### config.mk
export PLATFORM = sky130hd
export DESIGN_NAME = matmul_sched
export DESIGN_NICKNAME = d
export VERILOG_FILES = /design/src/rtl/matmul_sched_pkg.sv /design/src/rtl/sched_delay_line.sv /design/src/rtl/matmul_sched.sv
export SDC_FILE = /design/constraint.sdc
export NUM_CORES = 1
export LEC_CHECK = 0
export CORE_ASPECT_RATIO = 0.8
export CORE_MARGIN = 5
export CORE_UTILIZATION = 57
export DETAILED_ROUTE_END_ITERATION = 6
export PLACE_DENSITY = 0.87
export SYNTH_ARGS = -nofsm -noshare
export SYNTH_HDL_FRONTEND = slang
export SYNTH_HIERARCHICAL = 1
export SYNTH_SLANG_ARGS = --single-unit
### constraint.sdc
create_clock -name clk -period 3.7 [get_ports clk]
set_input_delay 0.74 -clock clk [delete_from_list [all_inputs] [get_ports clk]]
set_output_delay 0.74 -clock clk [all_outputs]
set_load 0.01 [all_outputs]
### src/rtl/matmul_sched_pkg.sv
// Shared definitions for the matmul_sched sequencer.
//   state_e   : controller FSM states
//   drain_lat : cycles to wait after the last read before the tree result is stable
package matmul_sched_pkg;

    typedef enum logic [2:0] {
        StIdle,
        StClear,
        StFeed,
        StDrain,
        StWrite,
        StDone
    } state_e;

    // Read latency, one cycle per adder-tree level, plus the lane-multiply and
    // accumulate stages.
    function automatic int unsigned drain_lat(input int unsigned accu_num_log2,
                                              input int unsigned rd_lat);
        return rd_lat + accu_num_log2 + 2;
    endfunction

endpackage

### src/rtl/sched_delay_line.sv
// Fixed-depth shift register used to align per-cycle read-side control with the
// SRAM read data.
//   i_clk  : clock
//   i_rst  : synchronous active-high reset, clears every stage
//   i_data : value entering the line
//   o_data : i_data delayed by DEPTH cycles (pass-through when DEPTH is 0)
module sched_delay_line #(
    parameter int unsigned WIDTH = 2,
    parameter int unsigned DEPTH = 1
) (
    input  logic             i_clk,
    input  logic             i_rst,
    input  logic [WIDTH-1:0] i_data,
    output logic [WIDTH-1:0] o_data
);

    generate
        if (DEPTH == 0) begin : g_bypass
            assign o_data = i_data;
        end else begin : g_pipe
            logic [WIDTH-1:0] r_stage [DEPTH];

            always_ff @(posedge i_clk) begin
                if (i_rst) begin
                    for (int s = 0; s < int'(DEPTH); s++) begin
                        r_stage[s] <= '0;
                    end
                end else begin
                    r_stage[0] <= i_data;
                    for (int s = 1; s < int'(DEPTH); s++) begin
                        r_stage[s] <= r_stage[s-1];
                    end
                end
            end

            assign o_data = r_stage[DEPTH-1];
        end
    endgenerate

endmodule

### src/rtl/matmul_sched.sv
// Sequencing controller for the MultAddTree dot-product datapath.
// Walks the OA_H x OA_W output matrix, column m outermost and row tile j inner,
// issuing activation/weight reads for each reduction step, letting the tree drain,
// then writing one row tile of results.
//
// Optional feature macro: PERF_CNT_EN adds the perf_cycles output (busy cycle count
// of the last job, cleared at start).
//
// Ports:
//   clk, reset_n          : clock, synchronous active-high reset
//   start, cfg_*          : job launch pulse and job dimensions / result shift
//   act_rd_*, wet_rd_*    : activation and weight SRAM read requests
//   lane_mask             : per-lane valid, aligned with SRAM read data
//   PE_*                  : MultAddTree control and result
//   out_wr_*              : output SRAM write (registered, one cycle after WRITE)
//   busy, done            : job in progress / one-cycle end-of-job pulse
//   perf_cycles           : busy cycle count (PERF_CNT_EN only)
module matmul_sched
    import matmul_sched_pkg::*;
#(
    parameter int unsigned MAC_NUM       = 1,
    parameter int unsigned ACCU_NUM_LOG2 = 1,
    parameter int unsigned BW_ACT        = 8,
    parameter int unsigned DIM_W         = 12,
    parameter int unsigned RD_LAT        = 1
) (
    input  logic                          clk,
    input  logic                          reset_n,
    input  logic                          start,
    input  logic [DIM_W-1:0]              cfg_ia_h,
    input  logic [DIM_W-1:0]              cfg_ia_w,
    input  logic [DIM_W-1:0]              cfg_oa_w,
    input  logic [7:0]                    cfg_shift,
    output logic                          act_rd_en,
    output logic [DIM_W-1:0]              act_rd_row,
    output logic [DIM_W-1:0]              act_rd_col,
    output logic                          wet_rd_en,
    output logic [DIM_W-1:0]              wet_rd_row,
    output logic [DIM_W-1:0]              wet_rd_col,
    output logic [(1<<ACCU_NUM_LOG2)-1:0] lane_mask,
    output logic                          PE_mac_enable,
    output logic                          PE_clear_acc,
    output logic [7:0]                    PE_res_shift_num,
    input  logic [MAC_NUM*BW_ACT-1:0]     PE_result_out,
    output logic                          out_wr_en,
    output logic [DIM_W-1:0]              out_wr_row,
    output logic [DIM_W-1:0]              out_wr_col,
    output logic [MAC_NUM-1:0]            out_wr_mask,
    output logic [MAC_NUM*BW_ACT-1:0]     out_wr_data,
    output logic                          busy,
`ifdef PERF_CNT_EN
    output logic [31:0]                   perf_cycles,
`endif
    output logic                          done
);

    localparam int unsigned ACCU_NUM  = 1 << ACCU_NUM_LOG2;
    localparam int unsigned DRAIN_CYC = drain_lat(ACCU_NUM_LOG2, RD_LAT);

    state_e r_state, w_state_next;

    // Job configuration latched at start
    logic [DIM_W-1:0] r_ia_h, r_ia_w, r_oa_w, r_k, r_r;
    logic [7:0]       r_shift;

    // Loop indices: i = reduction step, j = row tile, m = output column
    logic [DIM_W-1:0] r_i, r_j, r_m, r_drain;

    logic                      r_out_wr_en;
    logic [DIM_W-1:0]          r_out_wr_row, r_out_wr_col;
    logic [MAC_NUM-1:0]        r_out_wr_mask;
    logic [MAC_NUM*BW_ACT-1:0] r_out_wr_data;

    logic [DIM_W:0]       w_k_full, w_r_full;
    logic                 w_cfg_zero, w_last_i, w_last_drain, w_last_j, w_last_m;
    logic [DIM_W-1:0]     w_row, w_col;
    logic [ACCU_NUM-1:0]  w_lane_valid, w_feed_mask;
    logic [MAC_NUM-1:0]   w_row_valid;
    logic                 w_busy, w_done, w_rd_en, w_clear_acc;
    logic [ACCU_NUM:0]    w_aligned;

    // Ceiling divisions on one extra bit so the rounding add cannot overflow
    assign w_k_full = ({1'b0, cfg_ia_w} + (DIM_W+1)'(ACCU_NUM - 1)) >> ACCU_NUM_LOG2;
    assign w_r_full = ({1'b0, cfg_ia_h} + (DIM_W+1)'(MAC_NUM - 1)) / (DIM_W+1)'(MAC_NUM);

    assign w_cfg_zero   = (cfg_ia_h == '0) || (cfg_ia_w == '0) || (cfg_oa_w == '0);
    assign w_last_i     = (r_i == r_k - DIM_W'(1));
    assign w_last_drain = (r_drain == DIM_W'(DRAIN_CYC - 1));
    assign w_last_j     = (r_j == r_r - DIM_W'(1));
    assign w_last_m     = (r_m == r_oa_w - DIM_W'(1));

    assign w_row = DIM_W'(r_j * MAC_NUM);
    assign w_col = r_i << ACCU_NUM_LOG2;

    // A lane is live while its column is inside the reduction length; only the
    // final step of a ragged ia_w can have dead lanes.
    always_comb begin
        w_lane_valid = '0;
        for (int l = 0; l < int'(ACCU_NUM); l++) begin
            w_lane_valid[l] = ({1'b0, w_col} + (DIM_W+1)'(l)) < {1'b0, r_ia_w};
        end
    end

    always_comb begin
        w_row_valid = '0;
        for (int n = 0; n < int'(MAC_NUM); n++) begin
            w_row_valid[n] = ({1'b0, w_row} + (DIM_W+1)'(n)) < {1'b0, r_ia_h};
        end
    end

    // FSM state register
    always_ff @(posedge clk) begin
        if (reset_n) begin
            r_state <= StIdle;
        end else begin
            r_state <= w_state_next;
        end
    end

    // FSM next state
    always_comb begin
        w_state_next = r_state;
        unique case (r_state)
            StIdle: begin
                if (start) begin
                    w_state_next = w_cfg_zero ? StDone : StClear;
                end
            end
            StClear: w_state_next = StFeed;
            StFeed: begin
                if (w_last_i) begin
                    w_state_next = StDrain;
                end
            end
            StDrain: begin
                if (w_last_drain) begin
                    w_state_next = StWrite;
                end
            end
            StWrite: w_state_next = (w_last_j && w_last_m) ? StDone : StClear;
            StDone:  w_state_next = StIdle;
            default: w_state_next = StIdle;
        endcase
    end

    // FSM outputs
    always_comb begin
        w_busy      = 1'b0;
        w_done      = 1'b0;
        w_rd_en     = 1'b0;
        w_clear_acc = 1'b1;
        unique case (r_state)
            StClear: w_busy = 1'b1;
            StFeed: begin
                w_busy      = 1'b1;
                w_rd_en     = 1'b1;
                w_clear_acc = 1'b0;
            end
            // Accumulator must hold while in-flight products land and are written
            StDrain, StWrite: begin
                w_busy      = 1'b1;
                w_clear_acc = 1'b0;
            end
            StDone: w_done = 1'b1;
            default: ;
        endcase
        w_feed_mask = w_rd_en ? w_lane_valid : '0;
    end

    // Configuration, loop indices and output-write registers
    always_ff @(posedge clk) begin
        if (reset_n) begin
            r_ia_h        <= '0;
            r_ia_w        <= '0;
            r_oa_w        <= '0;
            r_k           <= '0;
            r_r           <= '0;
            r_shift       <= '0;
            r_i           <= '0;
            r_j           <= '0;
            r_m           <= '0;
            r_drain       <= '0;
            r_out_wr_en   <= 1'b0;
            r_out_wr_row  <= '0;
            r_out_wr_col  <= '0;
            r_out_wr_mask <= '0;
            r_out_wr_data <= '0;
        end else begin
            r_out_wr_en <= 1'b0;
            unique case (r_state)
                StIdle: begin
                    if (start) begin
                        r_ia_h  <= cfg_ia_h;
                        r_ia_w  <= cfg_ia_w;
                        r_oa_w  <= cfg_oa_w;
                        r_k     <= w_k_full[DIM_W-1:0];
                        r_r     <= w_r_full[DIM_W-1:0];
                        r_shift <= cfg_shift;
                        r_i     <= '0;
                        r_j     <= '0;
                        r_m     <= '0;
                        r_drain <= '0;
                    end
                end
                StClear: begin
                    r_i     <= '0;
                    r_drain <= '0;
                end
                StFeed:  r_i     <= r_i + DIM_W'(1);
                StDrain: r_drain <= r_drain + DIM_W'(1);
                StWrite: begin
                    r_out_wr_en   <= 1'b1;
                    r_out_wr_row  <= w_row;
                    r_out_wr_col  <= r_m;
                    r_out_wr_mask <= w_row_valid;
                    r_out_wr_data <= PE_result_out;
                    if (w_last_j) begin
                        r_j <= '0;
                        r_m <= w_last_m ? '0 : r_m + DIM_W'(1);
                    end else begin
                        r_j <= r_j + DIM_W'(1);
                    end
                end
                default: ;
            endcase
        end
    end

    // mac_enable and lane mask follow the read strobe by the SRAM latency
    sched_delay_line #(
        .WIDTH (ACCU_NUM + 1),
        .DEPTH (RD_LAT)
    ) u_delay (
        .i_clk  (clk),
        .i_rst  (reset_n),
        .i_data ({w_rd_en, w_feed_mask}),
        .o_data (w_aligned)
    );

`ifdef PERF_CNT_EN
    logic [31:0] r_perf;

    always_ff @(posedge clk) begin
        if (reset_n) begin
            r_perf <= '0;
        end else if (r_state == StIdle && start) begin
            r_perf <= '0;
        end else if (w_busy) begin
            r_perf <= r_perf + 32'd1;
        end
    end

    assign perf_cycles = r_perf;
`endif

    assign PE_mac_enable    = w_aligned[ACCU_NUM];
    assign lane_mask        = w_aligned[ACCU_NUM-1:0];
    assign act_rd_en        = w_rd_en;
    assign wet_rd_en        = w_rd_en;
    assign act_rd_row       = w_row;
    assign act_rd_col       = w_col;
    assign wet_rd_row       = w_col;
    assign wet_rd_col       = r_m;
    assign PE_clear_acc     = w_clear_acc;
    assign PE_res_shift_num = r_shift;
    assign out_wr_en        = r_out_wr_en;
    assign out_wr_row       = r_out_wr_row;
    assign out_wr_col       = r_out_wr_col;
    assign out_wr_mask      = r_out_wr_mask;
    assign out_wr_data      = r_out_wr_data;
    assign busy             = w_busy;
    assign done             = w_done;

endmodule

==> impl_metrics.py <==
metrics = {
    "route": {
        "drc_errors": 0,
        "via_count": 7510,
        "avgRoutedWirePerCell_um": 15.7,
        "drtIter0Drc": 727,
        "via_per_inst": 5.71,
        "ant_nets": 0,
        "routed_wl_um": 20700,
        "firstDrtPassIters": 5,
    },
    "final_layout": {
        "multiInputGateArea_sq_um": 4440,
        "layout-drive-gt1-share": 0.0528,
        "antenna_cells": 0,
        "syn_to_final_growth_pct": 26.5,
        "fin_util": 0.735,
        "regArea_sq_um": 2880,
        "final_common_cell": "nand2_1",
        "fin_nets": 1212,
        "nFillCells": 1071,
        "final_cell_mix": "nand2_1 (211), clkdlybuf4s50_1 (149), dfxtp_1 (144)",
    },
    "synthesis": {
        "syn_area_per_cell_sq_um": 7.73,
        "synth_area_leaders": "dfxtp_1 (37%), nand2_1 (10%), a21oi_1 (6.7%)",
        "synth_flop_cell": "dfxtp_1",
        "async_flop_share": 0,
        "syn_inst": 1019,
        "netlist_area_sq_um": 7880,
        "synth_largest_area_cell": "dfxtp_1",
        "ys_ff_latch": 144,
        "yosys_warnings": 6,
        "yosys.area.top_type_share": 0.366,
        "synth_seq_area_share": 0.366,
        "synth-edff-count": 0,
        "synth.distinct_cells": 63,
    },
    "critical_path": {
        "critPathMaxFanout": 12,
        "crit_required_ns": 4.02,
        "worstSetupPathType": "reg -> reg",
        "cp-end-kind": "register",
        "crit_path_start_kind": "register",
        "arrival_ns": 3.31,
        "r2r_start": "r_oa_w[2]",
        "startpoint": "r_oa_w[2]",
    },
    "global_route": {
        "grt_pass1_vias": 6850,
        "grt_start_max_net_pins": 59,
        "top_usage_layer": "met2",
        "antenna_found_initial": 0,
        "met3_usage": 0.0503,
        "gr-total-overflow": 0,
        "grtUsageTotal": 0.251,
        "grtUsageMet1": 0.349,
        "grt_pass1_wl_um": 33600,
        "use_met2": 0.402,
    },
    "power_and_ir_drop": {
        "power.sequential.fraction": 0.405,
        "p_clk_frac": 0.455,
        "intPower_mw": 3.08,
        "power_density_nw_per_um2": 414,
        "comb_power_share": 0.140,
        "switching_share": 0.252,
        "power_switching_mw": 1.04,
        "power_leakage_nw": 3.61,
        "irDropWorstVdd_uv": 318,
    },
    "clock_network": {
        "cts_resized": 0,
        "postCtsHoldBufs": 0,
        "clk_path_buf_depth": 2,
        "cts_tree": "yes",
        "clkLatencyLatePin_ns": 0.42,
        "post_cts_buffers": 0,
        "clock-root-buffer": "clkbuf_16",
        "clkTransAtPathRegs_ns": 0.06,
        "cts_buffers": 17,
        "cts_max_level": 4,
        "clock-sinks": 144,
    },
    "timing": {
        "setup_tns_ns": 0,
        "fin_skew_ns": 0.00714,
        "clock.fmax_mhz": 334,
        "slew_violations": 0,
        "max_slew_margin": 0.455,
        "min_period_over_period": 0.810,
        "setup_viol": 0,
        "rsz0062_at_grt": "false",
        "hold_violations": 0,
        "period_needed_ns": 3.00,
        "tightest_slew_ns": 0.818,
    },
    "die": {
        "dieArea_sq_um": 16300,
        "die_width_um": 141,
        "core_sq_um": 13600,
        "die_y_um": 115,
        "start_util": 0.581,
        "io_pins": 153,
        "row_count": 38,
    },
    "job": {
        "drv_cap": 0,
    },
    "placement": {
        "io_buffers": 150,
        "place_hpwl_um": 14700,
        "gp_congestion": 0.887,
    },
    "min_path": {
        "worstHoldStart": "out_wr_data[2]",
        "hold_path.class": "reg -> reg",
    },
    "status": {
        "status": "complete, no violations",
    },
}
-- critical path, stage by stage, from the launching register on --
cell and delay [ns]:
dfxtp_1 0.37, nor4_2 0.58, a221o_1 0.26, o311a_1 0.15
a21oi_1 0.09, a21oi_1 0.67, o21ai_1 0.44, o41ai_1 0.33
-- stage by stage --
stage               hold WS (ns)  cells  worst slack, ns  total power [mW]  area (sq um)
floorplan                  0.436   1020             1.24              2.08          7880
global placement           0.441   1285            0.918              2.25          9320
detailed placement         0.446   1285            0.818              2.27          9320
CTS                        0.454   1316            0.778              4.15          9970
global route               0.469   1316            0.331              4.29          9970
finish                     0.453   1316            0.703              4.12          9970
-- registers in the layout (all words and copies together) (netlist names), 3 cells and up --
signal                  cells
r_i                        12
r_k                        12
out_wr_data                 8
r_state                     3
PE_res_shift_num            8
out_wr_row                 12
u_delay/g_pipe.r_stage      3
r_j                        12
r_ia_w                     12
r_oa_w                     12
r_r                        12
out_wr_col                 12
wet_rd_col                 12
r_drain                    12
-- final cells by class --
type / instances / share of cell area
sequential: 144 / 0.289
multi-input combinational: 750 / 0.445
clock inverter: 13 / 0.0212
clock buffer: 18 / 0.0441
tap: 180 / 0.0226
inverter: 50 / 0.0188
timing repair buffer: 161 / 0.159
-- per-layer routing --
layer / vias to the layer above / share of wire
met5: - / 0
met2: 292 / 0.45
li1: 3688 / -
met4: 0 / 0.010
met1: 3509 / 0.46
met3: 21 / 0.082
-- power by group through the flow --
stage                     sequential (mW)  clock, mW  combinational (mW)
after floorplan                      1.68          0               0.396
after global placement               1.70          0               0.556
after detailed placement             1.70          0               0.567
after CTS                            1.67       1.91               0.576
after global routing                 1.68       1.97               0.641
final                                1.67       1.88               0.577
-- cells by family after synthesis --
family          Yosys count  share of synthesized area
compound gates          199                      0.156
other cells               1                   0.000476
buf+inv                 126                     0.0729
simple gates            440                      0.268
fa+ha+maj                33                     0.0524
flops                   144                      0.366
xor+xnor                 73                     0.0812
mux                       3                    0.00381
-- Yosys cell counts (all sizes together) (3+ instances only) --
| master | count |
|---|---|
| a211oi | 14 |
| a21o | 4 |
| a21oi | 106 |
| a31oi | 3 |
| and2 | 4 |
| and3 | 21 |
| and3b | 3 |
| buf | 31 |
| clkbuf | 45 |
| dfxtp | 144 |
| ha | 33 |
| inv | 49 |
| mux2i | 3 |
| nand2 | 211 |
| nand2b | 9 |
| nand3 | 34 |
| nand4 | 20 |
| nor2 | 52 |
| nor2b | 12 |
| nor3 | 22 |
| nor3b | 12 |
| nor4 | 16 |
| nor4b | 3 |
| o21a | 9 |
| o21ai | 22 |
| o221ai | 5 |
| o22ai | 3 |
| o311a | 3 |
| o311ai | 7 |
| o31ai | 4 |
| o32ai | 3 |
| or3 | 9 |
| or4 | 4 |
| xnor2 | 37 |
| xor2 | 36 |
-- final timing paths --
path | end | depth (start not counted) | slack [ns]
worst min register to register | out_wr_data[2] | 2 | 0.45
worst min-delay path | out_wr_data[2] | 2 | 0.45
worst max-delay path | wet_rd_col[2] | 7 | 0.70
worst max register to register | wet_rd_col[2] | 7 | 0.70
Power figures use the tool's default switching activity.
